`src/rtl/csm_shared_mem.sv`:
```
// csm_shared_mem: two-port shared register file with per-address hold ownership and round-robin conflict arbitration.
// Optional auto-release of holds after HOLD_TIMEOUT cycles when CSM_HOLD_TIMEOUT_EN is defined (adds hold_expired).
module csm_shared_mem #(
    parameter int DATA_W       = 8,
    parameter int ADDR_W       = 2,
    parameter int HOLD_TIMEOUT = 16
) (
    input  logic                     clk,
    input  logic                     reset,
    input  logic                     a_valid,
    input  logic [1:0]               a_op,
    input  logic [ADDR_W-1:0]        a_addr,
    input  logic [DATA_W-1:0]        a_wdata,
    output logic                     a_ready,
    output logic                     a_done,
    output logic [DATA_W-1:0]        a_rdata,
    output logic                     a_err,
    input  logic                     b_valid,
    input  logic [1:0]               b_op,
    input  logic [ADDR_W-1:0]        b_addr,
    input  logic [DATA_W-1:0]        b_wdata,
    output logic                     b_ready,
    output logic                     b_done,
    output logic [DATA_W-1:0]        b_rdata,
    output logic                     b_err,
    output logic [(1<<ADDR_W)-1:0]   held,
    output logic [(1<<ADDR_W)-1:0]   owner_b
`ifdef CSM_HOLD_TIMEOUT_EN
    ,
    output logic [(1<<ADDR_W)-1:0]   hold_expired
`endif
);
    localparam int N = 1 << ADDR_W;
    localparam logic [1:0] OP_RD = 2'b00, OP_WR = 2'b01, OP_HD = 2'b10, OP_RL = 2'b11;

    logic [DATA_W-1:0] r_mem [N];
    logic [DATA_W-1:0] w_mem_n [N];
    logic [N-1:0]      r_held, r_owner_b, w_held_n, w_owner_n;
    logic              r_prio_b;
    logic              r_a_done, r_a_err, r_b_done, r_b_err;
    logic [DATA_W-1:0] r_a_rdata, r_b_rdata;
    logic              w_conf, w_a_go, w_b_go, w_a_err, w_b_err;

    // Only a pair of reads may share an address in one cycle; anything else is arbitrated.
    assign w_conf  = a_valid && b_valid && (a_addr == b_addr) && (a_op != OP_RD || b_op != OP_RD);
    assign a_ready = !w_conf || !r_prio_b;
    assign b_ready = !w_conf || r_prio_b;
    assign w_a_go  = a_valid && a_ready;
    assign w_b_go  = b_valid && b_ready;

    assign w_a_err = (a_op == OP_RL) ? !(r_held[a_addr] && !r_owner_b[a_addr])
                                     : (r_held[a_addr] && r_owner_b[a_addr]);
    assign w_b_err = (b_op == OP_RL) ? !(r_held[b_addr] && r_owner_b[b_addr])
                                     : (r_held[b_addr] && !r_owner_b[b_addr]);

`ifdef CSM_HOLD_TIMEOUT_EN
    localparam int CW = $clog2(HOLD_TIMEOUT + 1);
    logic [CW-1:0] r_cnt [N];
    logic [CW-1:0] w_cnt_n [N];
    logic [N-1:0]  r_exp, w_exp_n;
`else
    logic w_unused_timeout;
    assign w_unused_timeout = (HOLD_TIMEOUT != 0);
`endif

    always_comb begin
        w_mem_n   = r_mem;
        w_held_n  = r_held;
        w_owner_n = r_owner_b;
`ifdef CSM_HOLD_TIMEOUT_EN
        w_cnt_n = r_cnt;
        w_exp_n = '0;
        for (int i = 0; i < N; i++) begin
            if (r_held[i]) begin
                w_cnt_n[i] = r_cnt[i] - CW'(1);
                if (r_cnt[i] == CW'(1)) begin
                    w_held_n[i] = 1'b0;
                    w_exp_n[i]  = 1'b1;
                end
            end
        end
`endif
        // Ops are applied after expiry so an owner's release or re-hold wins over a same-cycle timeout.
        if (w_a_go && !w_a_err) begin
            if (a_op == OP_WR) w_mem_n[a_addr] = a_wdata;
            if (a_op == OP_HD) begin
                w_held_n[a_addr]  = 1'b1;
                w_owner_n[a_addr] = 1'b0;
            end
            if (a_op == OP_RL) w_held_n[a_addr] = 1'b0;
`ifdef CSM_HOLD_TIMEOUT_EN
            if (a_op == OP_HD) w_cnt_n[a_addr] = CW'(HOLD_TIMEOUT);
            if (a_op == OP_HD || a_op == OP_RL) w_exp_n[a_addr] = 1'b0;
`endif
        end
        if (w_b_go && !w_b_err) begin
            if (b_op == OP_WR) w_mem_n[b_addr] = b_wdata;
            if (b_op == OP_HD) begin
                w_held_n[b_addr]  = 1'b1;
                w_owner_n[b_addr] = 1'b1;
            end
            if (b_op == OP_RL) w_held_n[b_addr] = 1'b0;
`ifdef CSM_HOLD_TIMEOUT_EN
            if (b_op == OP_HD) w_cnt_n[b_addr] = CW'(HOLD_TIMEOUT);
            if (b_op == OP_HD || b_op == OP_RL) w_exp_n[b_addr] = 1'b0;
`endif
        end
    end

    always_ff @(posedge clk or posedge reset) begin
        if (reset) begin
            r_mem     <= '{default: '0};
            r_held    <= '0;
            r_owner_b <= '0;
            r_prio_b  <= 1'b0;
            r_a_done  <= 1'b0;
            r_a_err   <= 1'b0;
            r_a_rdata <= '0;
            r_b_done  <= 1'b0;
            r_b_err   <= 1'b0;
            r_b_rdata <= '0;
        end else begin
            r_mem     <= w_mem_n;
            r_held    <= w_held_n;
            r_owner_b <= w_owner_n;
            r_prio_b  <= w_conf ? !r_prio_b : r_prio_b;
            r_a_done  <= w_a_go;
            r_a_err   <= w_a_go && w_a_err;
            r_a_rdata <= (w_a_go && a_op == OP_RD && !w_a_err) ? r_mem[a_addr] : '0;
            r_b_done  <= w_b_go;
            r_b_err   <= w_b_go && w_b_err;
            r_b_rdata <= (w_b_go && b_op == OP_RD && !w_b_err) ? r_mem[b_addr] : '0;
        end
    end

`ifdef CSM_HOLD_TIMEOUT_EN
    always_ff @(posedge clk or posedge reset) begin
        if (reset) begin
            r_cnt <= '{default: '0};
            r_exp <= '0;
        end else begin
            r_cnt <= w_cnt_n;
            r_exp <= w_exp_n;
        end
    end

    assign hold_expired = r_exp;
`endif

    assign a_done  = r_a_done;
    assign a_err   = r_a_err;
    assign a_rdata = r_a_rdata;
    assign b_done  = r_b_done;
    assign b_err   = r_b_err;
    assign b_rdata = r_b_rdata;
    assign held    = r_held;
    assign owner_b = r_owner_b;
endmodule

```
`config.mk`:
```
export PLATFORM = sky130hd
export DESIGN_NAME = csm_shared_mem
export DESIGN_NICKNAME = d
export VERILOG_FILES = /design/src/rtl/csm_shared_mem.sv
export SDC_FILE = /design/constraint.sdc
export NUM_CORES = 1
export LEC_CHECK = 0
export BUFFER_PORTS_ARGS = -buffer_cell sky130_fd_sc_hd__buf_2
export CAP_MARGIN = 20
export CORE_MARGIN = 4
export CORE_UTILIZATION = 52
export DETAILED_ROUTE_END_ITERATION = 16
export HOLD_SLACK_MARGIN = 0.06
export PLACE_DENSITY = 0.75
export SLEW_MARGIN = 30
export SYNTH_ARGS = -nofsm -noshare
export SYNTH_HDL_FRONTEND = slang
export SYNTH_SLANG_ARGS = --single-unit
```
`constraint.sdc`:
```
create_clock -name clk -period 4.6 [get_ports clk]
set_input_delay 0.92 -clock clk [delete_from_list [all_inputs] [get_ports clk]]
set_output_delay 0.92 -clock clk [all_outputs]
set_load 0.05 [all_outputs]
```
==> key figures <==
Outcome
  – Status: completed

Die
  – Die area: between 8000 and 9000 um2
  – # IOs: 58
  – Initial Util: between 50% and 60%
  – Die Span Y: just over 90 um
  – Placement row count: 30
  – CORE AREA: about 6900 um2
  – Die width: about 93 um

Critical path
  – Critical Path AT: 2.72 ns
  – Crit-path max FO: 38
  – CP endpoint kind: primary output
  – Worst r2r path cells: 4
  – CP Launch Type: primary input
  – Critical path class: primary input to primary output
  – Critical Path RT: 3.68 ns

CTS
  – Hold-fix buffers at CTS: 0
  – Maximum root-to-sink buffer count: 2
  – CTS resizes: 0
  – Post-CTS Setup Bufs: 0
  – CTS buffer count: 9
  – Worst skew pair latency: 0.35 ns
  – Clock Pin Slew Worst Setup and Hold Paths: 0.07 ns
  – Root Buffer: clkbuf_8
  – H-Tree Depth: 3
  – Clock sinks: 61
  – CTS tree: built

Finish
  – Final #Nets: 448
  – FILL cells: 554
  – Storage element area: 1530 um2
  – Most common cell after layout, fill and taps aside: dfrtp_1
  – Area of the multi-input gates: 2070 um2
  – Ratio of cells with drive above 1 in the final layout: between 20 and 30%
  – Area Growth Syn to Fin: 13.6%
  – Inserted Diodes: 0
  – Most frequent cells in the layout: dfrtp_1, buf_2, nor4_1, a31oi_1, nand3_1

Flow run
  – Maxcap violations: 0

Timing
  – RSZ-0062 raised after global routing: no
  – Fin. Hold Viols: 0
  – Setup violators final: 0
  – Final Cycle Share: 79.1%
  – Worst-margin pin slew: 0.794 ns
  – Crit path time final: 3.64 ns
  – Setup Skew: 0.0108 ns
  – Fmax: 275 MHz
  – Fin Setup TNS: 0 ns
  – Slew margin rel.: between 40% and 50%
  – Worst Hold Slack: 0.583 ns
  – Max Slew Vio Count: 0

Power and ir drop
  – Pwr Density: 571 nW/um2
  – Combinational power share: 41.5%
  – Reg power frac: 36.4%
  – Clock share of power: 22.0%
  – Peak VDD IR: 0.475 mV
  – LEAKAGE: 0.00164 uW
  – Sw Share: between 40% and 50%
  – Pint: 1450 uW
  – Net Switching: 1010 uW

Logic synthesis
  – Syn avg cell area: about 9.6 um2
  – Cells after Synth: 395
  – Syn. warnings: 0
  – Seq/Total Area, Yosys: about two fifths
  – Post-synthesis register bit count: between 60 and 70
  – Syn_nets: 423
  – Post-synth cell types: 30
  – Post-Syn Area: ~3800 um2

Global routing
  – Vias in the first global route: 3,371
  – Total Routing Usage GR: 27.0%
  – Initial antenna violation count: 0
  – Global-route wire length before repair: 17,900 um
  – Total gr overflow: 0
  – Largest net degree at the start of global routing: between 40 and 50

Routing
  – Vias: 3,618
  – Via density: a little under 7
  – Detailed Route WL: ~11,000 um
  – DRT iter0 DRCs: a little over 500
  – Drt first pass iters: 6
  – Drt drc: 0
  – Wire per inst: 21.9 um
  – Antenna Nets Post-Route: 0

Placed design
  – Gpl congestion: 0.892
  – Port Buffers: 57
  – HPWL after DPL: 7220 um

Hold path
  – Worst hold stages: 2
  – Worst hold path type: flop to flop
[cells by family after synthesis]
family | count (synthesis) | share of synthesized area [%]
muxes | 23 | 12.8
and+or+nand+nor | 174 | 25.3
xor gates and xnor gates | 2 | 0.462
buffers and inverters | 56 | 6.17
AOI/OAI and AO/OA | 79 | 15.0
DFF | 61 | 40.3
[flip-flops by register name, summed over array words and instances, names as in the netlist]
name and cells:
a_err 1, r_mem 32, b_done 1, b_rdata 8, r_prio_b 1, a_done 1
held 4, a_rdata 8, b_err 1, owner_b 4
[worst paths after layout]
kind | slack, ns | startpoint | end
setup / recovery | 0.96 | a_op[1] | b_ready
min in group asynchronous | 0.65 | reset | r_prio_b$_DFFE_PP0N_
hold reg to reg | 0.58 | r_mem[10]$_DFF_PP0_ | r_mem[10]$_DFF_PP0_
max in group asynchronous | 3.08 | reset | b_rdata[1]$_DFF_PP0_
hold / removal | 0.58 | r_mem[10]$_DFF_PP0_ | r_mem[10]$_DFF_PP0_
setup reg to reg | 2.09 | held[0]$_DFF_PP0_ | a_rdata[4]$_DFF_PP0_
[cell type report]
| class | instances | share of cell area [%] |
|---|---|---|
| Clock inverter | 6 | 2.00 |
| Sequential cell | 61 | 35.4 |
| Tap cell | 96 | 2.79 |
| Multi-Input combinational cell | 278 | 48.1 |
| Inverter | 5 | 0.436 |
| Clock buffer | 10 | 3.20 |
| Timing Repair Buffer | 65 | 8.02 |
[power by group through the flow]
stage,combinational (uW),clock (uW),sequential (uW)
final,1020,543,896
after global routing,1080,569,916
after CTS,1010,546,887
after detailed placement,1010,0,894
after global placement,987,0,888
after floorplan,622,0,1030
[synthesized netlist by cell type, drive strengths merged]
| library cell | count | area (um2) |
|---|---|---|
| dfrtp | 61 | 1530 |
| nor4 | 37 | 231 |
| a31oi | 36 | 225 |
| clkbuf | 36 | 135 |
| nand3 | 35 | 175 |
| nor3 | 32 | 160 |
| o31ai | 32 | 240 |
| nor2b | 21 | 131 |
| mux4 | 20 | 450 |
| nand2 | 20 | 75.1 |
| buf | 15 | 80.1 |
| or3 | 10 | 62.6 |
| nand2b | 7 | 43.8 |
| o41ai | 6 | 60.1 |
| or4 | 6 | 48.8 |
| inv | 5 | 18.8 |
| a22o | 3 | 26.3 |
| nor2 | 3 | 11.3 |
| mux2i | 2 | 20.0 |
| xor2 | 2 | 17.5 |
| a32o | 1 | 10.0 |
| and2 | 1 | 6.26 |
| mux2 | 1 | 15.0 |
| nor4b | 1 | 8.76 |
| o21ai | 1 | 5.00 |
| or2 | 1 | 6.26 |
[critical path: stages]
cell    delay [ns]
buf_2         0.50
nor4_1        0.26
or3_1         0.45
or3_1         0.37
buf_2         0.22
[metal layers]
layer	up-vias	routed length (um)	track usage, %
li1	1610	-	-
met1	1703	4500	36.6
met2	257	5300	41.2
met3	48	1220	7.48
met4	0	376	10.5
met5	-	0	0
[stage by stage]
| stage | utilization [%] | power [uW] | std cells | instance area (um2) | setup slack (ns) |
|---|---|---|---|---|---|
| after floorplan | - | 1650 | 395 | 3790 | 1.46 |
| after global placement | 58.6 | 1880 | 504 | 4070 | 1.02 |
| after detailed placement | 58.6 | 1900 | 504 | 4070 | 0.990 |
| after CTS | 61.8 | 2440 | 520 | 4290 | 0.992 |
| after global routing | 62.0 | 2570 | 521 | 4310 | 0.857 |
| final | 62.0 | 2460 | 521 | 4310 | 0.961 |
No activity file was read; power rests on OpenSTA's default activity.
